`src/rtl/vga_scanout_if.sv`:
```
// Video RAM port B read bus between the scan-out master and the framebuffer.
interface vga_scanout_if;
    logic [11:0] vga_addr;
    logic [7:0]  vga_color;

    modport master (output vga_addr, input vga_color);
    modport slave  (input vga_addr, output vga_color);
endinterface

```
`src/rtl/vga_scanout.sv`:
```
// VGA scan-out master: sweeps H/V timing, reads one framebuffer cell per CELLxCELL block and drives
// 3/3/2 colour with syncs. Define VGA_TEST_PATTERN_EN to replace RAM data with a cell pattern.
module vga_scanout #(
    parameter int unsigned PIX_DIV  = 2,
    parameter int unsigned H_ACTIVE = 640,
    parameter int unsigned H_FP     = 16,
    parameter int unsigned H_SYNC   = 96,
    parameter int unsigned H_BP     = 48,
    parameter int unsigned V_ACTIVE = 480,
    parameter int unsigned V_FP     = 10,
    parameter int unsigned V_SYNC   = 2,
    parameter int unsigned V_BP     = 33,
    parameter int unsigned CELL     = 10,
    parameter int unsigned FB_COLS  = 64
) (
    input  logic          clk,
    input  logic          reset,
    vga_scanout_if.master mem,
    output logic [2:0]    vga_r,
    output logic [2:0]    vga_g,
    output logic [1:0]    vga_b,
    output logic          hsync,
    output logic          vsync,
    output logic          frame_start
);
    localparam int unsigned H_TOTAL   = H_ACTIVE + H_FP + H_SYNC + H_BP;
    localparam int unsigned V_TOTAL   = V_ACTIVE + V_FP + V_SYNC + V_BP;
    localparam int unsigned HW        = $clog2(H_TOTAL);
    localparam int unsigned VW        = $clog2(V_TOTAL);
    localparam int unsigned DW        = (PIX_DIV > 1) ? $clog2(PIX_DIV) : 1;
    localparam int unsigned SW        = (CELL > 1) ? $clog2(CELL) : 1;
    localparam int unsigned COL_SHIFT = $clog2(FB_COLS);

    logic [DW-1:0] div_q, div_d;
    logic [HW-1:0] h_q, h_d, col_q, col_d;
    logic [VW-1:0] v_q, v_d, row_q, row_d;
    logic [SW-1:0] hsub_q, hsub_d, vsub_q, vsub_d;
    logic [11:0]   addr_q, addr_d;
    logic          pix_en;
    logic          addr_active;

    assign pix_en = (32'(div_q) == PIX_DIV - 1);

    // Cell column/row come from sub-counters so no divider or multiplier is needed.
    always_comb begin
        div_d  = pix_en ? '0 : div_q + DW'(1);
        h_d    = h_q;
        hsub_d = hsub_q;
        col_d  = col_q;
        v_d    = v_q;
        vsub_d = vsub_q;
        row_d  = row_q;
        if (pix_en) begin
            if (32'(h_q) == H_TOTAL - 1) begin
                h_d    = '0;
                hsub_d = '0;
                col_d  = '0;
                if (32'(v_q) == V_TOTAL - 1) begin
                    v_d    = '0;
                    vsub_d = '0;
                    row_d  = '0;
                end else begin
                    v_d = v_q + VW'(1);
                    if (32'(vsub_q) == CELL - 1) begin
                        vsub_d = '0;
                        row_d  = row_q + VW'(1);
                    end else begin
                        vsub_d = vsub_q + SW'(1);
                    end
                end
            end else begin
                h_d = h_q + HW'(1);
                if (32'(hsub_q) == CELL - 1) begin
                    hsub_d = '0;
                    col_d  = col_q + HW'(1);
                end else begin
                    hsub_d = hsub_q + SW'(1);
                end
            end
        end
        addr_active = (32'(h_d) < H_ACTIVE) && (32'(v_d) < V_ACTIVE);
        addr_d      = addr_active ? 12'((32'(row_d) << COL_SHIFT) | 32'(col_d)) : '0;
    end

    // S0: counters and the address they select.
    always_ff @(posedge clk) begin
        if (reset) begin
            div_q  <= '0;
            h_q    <= '0;
            hsub_q <= '0;
            col_q  <= '0;
            v_q    <= '0;
            vsub_q <= '0;
            row_q  <= '0;
            addr_q <= '0;
        end else begin
            div_q  <= div_d;
            h_q    <= h_d;
            hsub_q <= hsub_d;
            col_q  <= col_d;
            v_q    <= v_d;
            vsub_q <= vsub_d;
            row_q  <= row_d;
            addr_q <= addr_d;
        end
    end

    assign mem.vga_addr = addr_q;

    // S1: timing flags delayed to line up with the RAM's registered read data.
    logic act1_q, hs1_q, vs1_q, first1_q;
    logic [7:0] pix_color;

`ifdef VGA_TEST_PATTERN_EN
    logic [7:0] pat1_q;

    always_ff @(posedge clk) begin
        if (reset) begin
            pat1_q <= '0;
        end else begin
            pat1_q <= {col_q[2:0], row_q[2:0], col_q[4:3]};
        end
    end

    assign pix_color = pat1_q;
`else
    assign pix_color = mem.vga_color;
`endif

    always_ff @(posedge clk) begin
        if (reset) begin
            act1_q   <= 1'b0;
            hs1_q    <= 1'b1;
            vs1_q    <= 1'b1;
            first1_q <= 1'b0;
        end else begin
            act1_q   <= (32'(h_q) < H_ACTIVE) && (32'(v_q) < V_ACTIVE);
            hs1_q    <= !((32'(h_q) >= H_ACTIVE + H_FP) &&
                          (32'(h_q) < H_ACTIVE + H_FP + H_SYNC));
            vs1_q    <= !((32'(v_q) >= V_ACTIVE + V_FP) &&
                          (32'(v_q) < V_ACTIVE + V_FP + V_SYNC));
            first1_q <= (h_q == '0) && (v_q == '0) && (div_q == '0);
        end
    end

    // S2: registered outputs; blanking forces black regardless of RAM data.
    logic [7:0] rgb_q;
    logic       hsync_q, vsync_q, fs_q;

    always_ff @(posedge clk) begin
        if (reset) begin
            rgb_q   <= '0;
            hsync_q <= 1'b1;
            vsync_q <= 1'b1;
            fs_q    <= 1'b0;
        end else begin
            rgb_q   <= act1_q ? pix_color : 8'h00;
            hsync_q <= hs1_q;
            vsync_q <= vs1_q;
            fs_q    <= first1_q;
        end
    end

    assign vga_r       = rgb_q[7:5];
    assign vga_g       = rgb_q[4:2];
    assign vga_b       = rgb_q[1:0];
    assign hsync       = hsync_q;
    assign vsync       = vsync_q;
    assign frame_start = fs_q;
endmodule

```
`src/flat_wrapper.sv`:
```
// flat-port wrapper written by rule: the top's interface ports become plain ports
module vga_scanout_flat 
#(
    parameter int unsigned PIX_DIV  = 2,
    parameter int unsigned H_ACTIVE = 640,
    parameter int unsigned H_FP     = 16,
    parameter int unsigned H_SYNC   = 96,
    parameter int unsigned H_BP     = 48,
    parameter int unsigned V_ACTIVE = 480,
    parameter int unsigned V_FP     = 10,
    parameter int unsigned V_SYNC   = 2,
    parameter int unsigned V_BP     = 33,
    parameter int unsigned CELL     = 10,
    parameter int unsigned FB_COLS  = 64
)
  (clk, reset, vga_r, vga_g, vga_b, hsync, vsync, frame_start, mem_vga_addr, mem_vga_color);
  vga_scanout_if mem_i ();
  input  logic clk;
  input  logic reset;
  output logic [2:0] vga_r;
  output logic [2:0] vga_g;
  output logic [1:0] vga_b;
  output logic hsync;
  output logic vsync;
  output logic frame_start;
  output wire logic [$bits(mem_i.vga_addr)-1:0] mem_vga_addr;
  input wire logic [$bits(mem_i.vga_color)-1:0] mem_vga_color;
  assign mem_vga_addr = mem_i.vga_addr;
  assign mem_i.vga_color = mem_vga_color;
  vga_scanout #(.PIX_DIV(PIX_DIV), .H_ACTIVE(H_ACTIVE), .H_FP(H_FP), .H_SYNC(H_SYNC), .H_BP(H_BP), .V_ACTIVE(V_ACTIVE), .V_FP(V_FP), .V_SYNC(V_SYNC), .V_BP(V_BP), .CELL(CELL), .FB_COLS(FB_COLS)) u_core (.clk(clk), .reset(reset), .mem(mem_i), .vga_r(vga_r), .vga_g(vga_g), .vga_b(vga_b), .hsync(hsync), .vsync(vsync), .frame_start(frame_start));
endmodule
```
`config.mk`:
```
export PLATFORM = sky130hd
export DESIGN_NAME = vga_scanout_flat
export DESIGN_NICKNAME = d
export VERILOG_FILES = /design/src/rtl/vga_scanout_if.sv /design/src/rtl/vga_scanout.sv /design/src/flat_wrapper.sv
export SDC_FILE = /design/constraint.sdc
export NUM_CORES = 1
export LEC_CHECK = 0
export ABC_AREA = 1
export ABC_CLOCK_PERIOD_IN_PS = 2300
export CELL_PAD_IN_SITES_DETAIL_PLACEMENT = 1
export CELL_PAD_IN_SITES_GLOBAL_PLACEMENT = 1
export CORE_MARGIN = 1.5
export CORE_UTILIZATION = 36
export DETAILED_ROUTE_END_ITERATION = 8
export GPL_TIMING_DRIVEN = 0
export PLACE_DENSITY = 0.78
export REMOVE_ABC_BUFFERS = 1
export SLEW_MARGIN = 20
export SYNTH_ARGS = -nofsm -noshare
export SYNTH_HDL_FRONTEND = slang
export SYNTH_SLANG_ARGS = --single-unit
```
`constraint.sdc`:
```
create_clock -name clk -period 2.3 [get_ports clk]
set_input_delay 0.46 -clock clk [delete_from_list [all_inputs] [get_ports clk]]
set_output_delay 0.46 -clock clk [all_outputs]
set_load 0.03 [all_outputs]
```
==> flow_summary.toml, run 1 <==
[status]
status = "finished clean"

[synthesis]
synth_seq_area_share_pct = 45.0
synth_edf_count = 0
synthCells = 425
ys.warnings.count = 0
synth_top_family_by_area = "simple AND/OR/NAND/NOR gates"
synth-simple-area-share_pct = 34.8
postSynth.asyncResetShare_pct = 0
synth_most_common_cell = "dfxtp_1"
yosysTopAreaCell = "dfxtp_1"
synth.top_cell.area_share_pct = 45.0
synthTopCellsByCount = "dfxtp_1, nor2_1, nand2_1, inv_1, nand3_1"
synth_area_leaders = "dfxtp_1, nor2_1, nand2_1, inv_1, nand3_1"
synth.distinct_cells = 37
synth_xor_xnor_area_share_pct = 1.64
synth-compound-area-share_pct = 5.55
synthAdderAreaFrac_pct = 3.91
synth.area.mux_share_pct = 0
ys_ff_latch = 72
avgSynthCellArea_um2 = 7.53
netlist_area_um2 = 3200
synth_ff_type = "dfxtp_1"

[pwr]
peakVddDrop_v = 0.000241
p_seq_share_pct = 54.4
p_int_uw = 1810
power_density_nw_per_um2 = 613
switching_share_pct = 23.2
p_comb_share_pct = 4.4
p_sw_uw = 544
pwr-share-clk_pct = 41.1
leakagePower_uw = 0.00151

[clocking]
clock_tree.htree_level_count = 3
post-cts-setup-buffers = 0
numCtsBuffers = 9
path_clk_slew_ns = 0.08
root_buffer = "clkbuf_8"
cts.sinks = 72
cts_tree = "built"
clk-insertion-delay-late_ns = 0.34
cts_buffer_depth = 2

[global_route]
overflow = 0
first_global_vias = 2866
grt_antenna_before_repair = 0
grt_max_degree = 37
grt_first_pass_wirelength_um = 13400
grtUsageTotal_pct = 17.6

[sta]
final_hold_viol_count = 0
worstMarginPinSlew_ns = 0.425
worst_slack_ns = 0.104
finalClockSkew_ns = 0.00929
max_freq_mhz = 455
setup_viol = 0
fin_crit_ns = 2.20
slew_viol_final = 0
fin_crit_sh_pct = 95.5
rsz0062_at_grt = "true"
slew_headroom_pct = 71.4

[layout]
postLayoutCellArea_um2 = 3840
stdcell_count = 575
nets = 482
multi_input_area_um2 = 1500
area_delta_synth_final_pct = 19.9
antennaDiodeCount = 0
drive_gt1_share_pct = 10.7
fillers = 1093
ff_latch_area_um2 = 1450

[floorplan]
fp.dieW_um = 97.3
die-height_um = 97.3
start_util_pct = 36.9
die_area_um2 = 9470
std_cell_rows = 34
io_pins = 33
core_um2 = 8680

[worst_setup_path]
reg2reg_slack_ns = 0.10
r2r-start = "u_core.h_q[0]"
start_kind = "flop"
crit_fanout = 13
rr_endpoint = "u_core.mem.vga_addr[5]"
rr_worst_depth = 11
end_kind = "flop"
worstSetupPathType = "flop to flop"
arrival_ns = 2.48
worst-endpoint-required_ns = 2.58

[place]
io_buffers = 32
gp_congestion = 0.781
postPlaceCellArea_um2 = 3620
dp_cells = 557
hpwl_um = 5590
post-place-ws_ns = -0.335

[drt]
routed_wl_um = 8170
antenna_left = 0
drc_errors = 0
drtIter0Drc = 83
wire_per_inst_um = 14.2
vias = 2877
drt-pass1-iter-count = 4
vias_per_cell = 5.00

[min_path]
hp-start = "u_core.vs1_q"
hold_end = "u_core.vsync"
hp-class = "flop to flop"
holdPathStages = 1

[job]
drv_cap = 0
## sequential cells by signal (all words and copies together), names as in the netlist, 4 cells and up
register and count:
u_core.col_q 10, u_core.h_q 10, u_core.hsub_q 4, u_core.mem.vga_addr 12
u_core.rgb_q 8, u_core.row_q 6, u_core.v_q 10, u_core.vsub_q 4
## critical path, cell delays in order (launching register included)
cell     delay (ns)
dfxtp_1        0.38
ha_1           0.26
nand3_1        0.16
nor2_4         0.19
nand3_4        0.22
nand2_1        0.13
nand3_1        0.08
nand2_1        0.11
inv_2          0.03
nand2_1        0.21
nand3_2        0.24
nor2_2         0.13
## logic make-up after synthesis
group                    Yosys count
flip-flops                        72
AO/OA/AOI/OAI                     30
XOR/XNOR                           6
adder cells (fa/ha/maj)           10
AND/OR/NAND/NOR                  235
buffers and inverters             72
## layout by cell type, fill, tap and decap left out, types with 8 or more instances in the layout
master / Yosys / routed
nand3_1: 36 / 36
nor3_1: 12 / 12
nand4_1: 16 / 16
nor2_2: 16 / 15
clkbuf_8: 0 / 9
clkdlybuf4s50_1: 0 / 31
dfxtp_1: 72 / 71
nand2_1: 65 / 65
ha_1: 10 / 10
inv_1: 57 / 57
o21ai_0: 8 / 8
nor2_1: 69 / 69
## metrics by stage
stage	utilization [%]	power (uW)	hold WS (ns)	TNS [ns]
floorplan	-	1350	0.388	0
global placement	41.5	1400	0.392	-28.66
detailed placement	41.7	1410	0.398	-3.42
CTS	44.0	2380	0.417	0
global route	44.2	2440	0.434	-0.351
finish	44.2	2350	0.415	0
## worst max-delay path by stage
| stage | startpoint | end | slack [ns] | depth (start not counted) |
|---|---|---|---|---|
| global route | u_core.h_q[0] | u_core.mem.vga_addr[4] | -0.05 | 11 |
| global placement | reset | u_core.mem.vga_addr[1] | -0.96 | 6 |
| floorplan | u_core.div_q | u_core.mem.vga_addr[0] | 0.40 | 12 |
| detailed placement | u_core.div_q | u_core.mem.vga_addr[1] | -0.34 | 12 |
| CTS | u_core.h_q[0] | u_core.mem.vga_addr[1] | 0.03 | 11 |
| finish | u_core.h_q[0] | u_core.mem.vga_addr[5] | 0.10 | 11 |
## power by group through the flow
stage               registers [uW]  logic [uW]  clock network (uW)
finish                        1280         104                 967
global route                  1280         114                1050
CTS                           1280         104                 999
detailed placement            1310         103                   0
global placement              1310        96.1                   0
floorplan                     1320        34.6                   0
## what timing repair did
action | 4_1_cts | 5_1_grt
cloned | 1 | 1
resized for setup | 2 | 3
endpoints found under the setup margin | 14 | 12
pin swaps | 1 | 0
hold buffers | 0 | 0
## per-layer routing
metal  track usage, %  part of all wire (%)
met3             3.09                   2.9
met4             8.46                   2.8
met2             30.2                    49
met1             21.2                    46
met5                0                     0
## area by class of cell
class                      instances  share of cell area (%)
multi-input combinational        283                    39.1
sequential                        72                    37.6
timing repair buffer              33                    8.74
inverter                          63                    6.23
clock buffer                      13                    3.62
tap                              108                    3.52
clock inverter                     3                    1.11
(Power assumes the default switching activity.)
==> inputs of run 2 (changes only) <==
--- a/config.mk
+++ b/config.mk
@@ -12,8 +12,9 @@
 export CORE_MARGIN = 1.5
 export CORE_UTILIZATION = 36
 export DETAILED_ROUTE_END_ITERATION = 8
+export DONT_BUFFER_PORTS = 1
 export GPL_TIMING_DRIVEN = 0
-export PLACE_DENSITY = 0.78
+export PLACE_DENSITY = 0.72
 export REMOVE_ABC_BUFFERS = 1
 export SLEW_MARGIN = 20
 export SYNTH_ARGS = -nofsm -noshare
==> flow_summary.toml, run 2 (synthesized netlist as in run 1, its figures left out) <==
[place]
hpwl_um = 5180
io_buffers = 0
dp_cells = 524
gp_congestion = 0.793
postPlaceCellArea_um2 = 3280

[sta]
fin_crit_sh_pct = 92.6
slew_headroom_pct = 69.5
fin_crit_ns = 2.13
final_hold_viol_count = 0
slew_viol_final = 0
worstMarginPinSlew_ns = 0.453
max_freq_mhz = 469
setup_viol = 0
finalClockSkew_ns = 0.0102

[pwr]
power_density_nw_per_um2 = 669
peakVddDrop_v = 0.000217
leakagePower_uw = 0.00142

[layout]
antennaDiodeCount = 0
stdcell_count = 547
ff_latch_area_um2 = 1450
drive_gt1_share_pct = 14.6
final_cell_mix = "dfxtp_1, nor2_1, nand2_1, inv_1, nand3_1"
largest_reg_flops = 12
final_common_cell = "dfxtp_1"
area_delta_synth_final_pct = 12.9
fillers = 1101
nets = 454
postLayoutCellArea_um2 = 3610
multi_input_area_um2 = 1550

[clocking]
cts.sinks = 72
cts_buffer_depth = 2
numCtsBuffers = 9
path_clk_slew_ns = 0.08
root_buffer = "clkbuf_8"
clock_tree.htree_level_count = 3
clk-insertion-delay-late_ns = 0.34
cts_tree = "built"

[floorplan]
die_area_um2 = 9470
start_util_pct = 36.9
fp.dieW_um = 97.3
std_cell_rows = 34
core_um2 = 8680
die-height_um = 97.3
io_pins = 33

[global_route]
grt_max_degree = 37
overflow = 0
grtUsageTotal_pct = 16.5
grt_first_pass_wirelength_um = 12600
grt_antenna_before_repair = 0
first_global_vias = 2677

[worst_setup_path]
end_kind = "flop"
start_kind = "flop"
arrival_ns = 2.36
rr_worst_depth = 12
worstSetupPathType = "flop to flop"
crit_fanout = 6
worst-endpoint-required_ns = 2.53

[min_path]
holdPathStages = 1
hp-class = "primary input to flop"

[drt]
vias = 2767
wire_per_inst_um = 14.6
routed_wl_um = 8010
vias_per_cell = 5.06
drt-pass1-iter-count = 4
drc_errors = 0
drtIter0Drc = 105
antenna_left = 0

[status]
status = "finished clean"

[job]
drv_cap = 0
[run 2: per-stage QoR]
step / setup WS, ns / TNS, ns / total power [uW] / util (%) / hold slack (ns)
after detailed placement: -0.327 / -3.67 / 1370 / 37.8 / 0.400
after global routing: -0.000502 / -0.000502 / 2510 / 41.7 / 0.159
after floorplan: 0.397 / 0 / 1350 / - / 0.388
final: 0.169 / 0 / 2420 / 41.7 / 0.177
after CTS: 0.0463 / 0 / 2440 / 40.6 / 0.165
after global placement: -0.279 / -3.02 / 1370 / 37.8 / 0.393
[run 2: what timing repair did]
action                     CTS  global route
pin swaps                    1             2
gates cloned                 1             2
resized for setup            3            12
hold buffers                 0             0
setup buffers                0             4
setup endpoints to repair   13            13
[run 2: power breakdown]
group          internal (uW)  switching (uW)  total, uW
Combinational           17.6            34.9       52.5
Clock                    568             501       1070
Sequential              1260            33.4       1300
Total                   1850             569       2420
[run 2: final timing paths]
path                               startpoint                     end  slack, ns
worst min-delay path                    reset           u_core.v_q[6]       0.18
worst min register to register   u_core.vs1_q            u_core.vsync       0.42
worst max register to register  u_core.h_q[0]  u_core.mem.vga_addr[1]       0.17
worst max-delay path            u_core.h_q[0]  u_core.mem.vga_addr[1]       0.17
[run 2: final cells by class]
cell class	count	share of cell area, %
Inverter	63	6.72
Clock inverter	5	1.77
Multi-Input combinational cell	284	42.7
Timing Repair Buffer	4	0.831
Sequential cell	72	40.0
Tap cell	108	3.74
Clock buffer	11	4.19
[run 2: metal layers]
metal	vias up	wire (um)	track usage (%)
met5	-	0	0
met4	0	50	4.29
li1	1385	-	-
met2	43	4010	28.7
met3	4	217	4.10
met1	1335	3730	20.4
[run 2: worst max-delay path, cell delays in order (launching register included)]
cell and delay, ns:
dfxtp_1 0.39, ha_2 0.23, nand3_1 0.13, nor2_4 0.18
nand2_1 0.14, nor2_2 0.14, nand3_1 0.08, nand2_1 0.09
nand3_2 0.07, nand2_1 0.11, clkinvlp_4 0.18, nand3_4 0.22
nor2_1 0.06
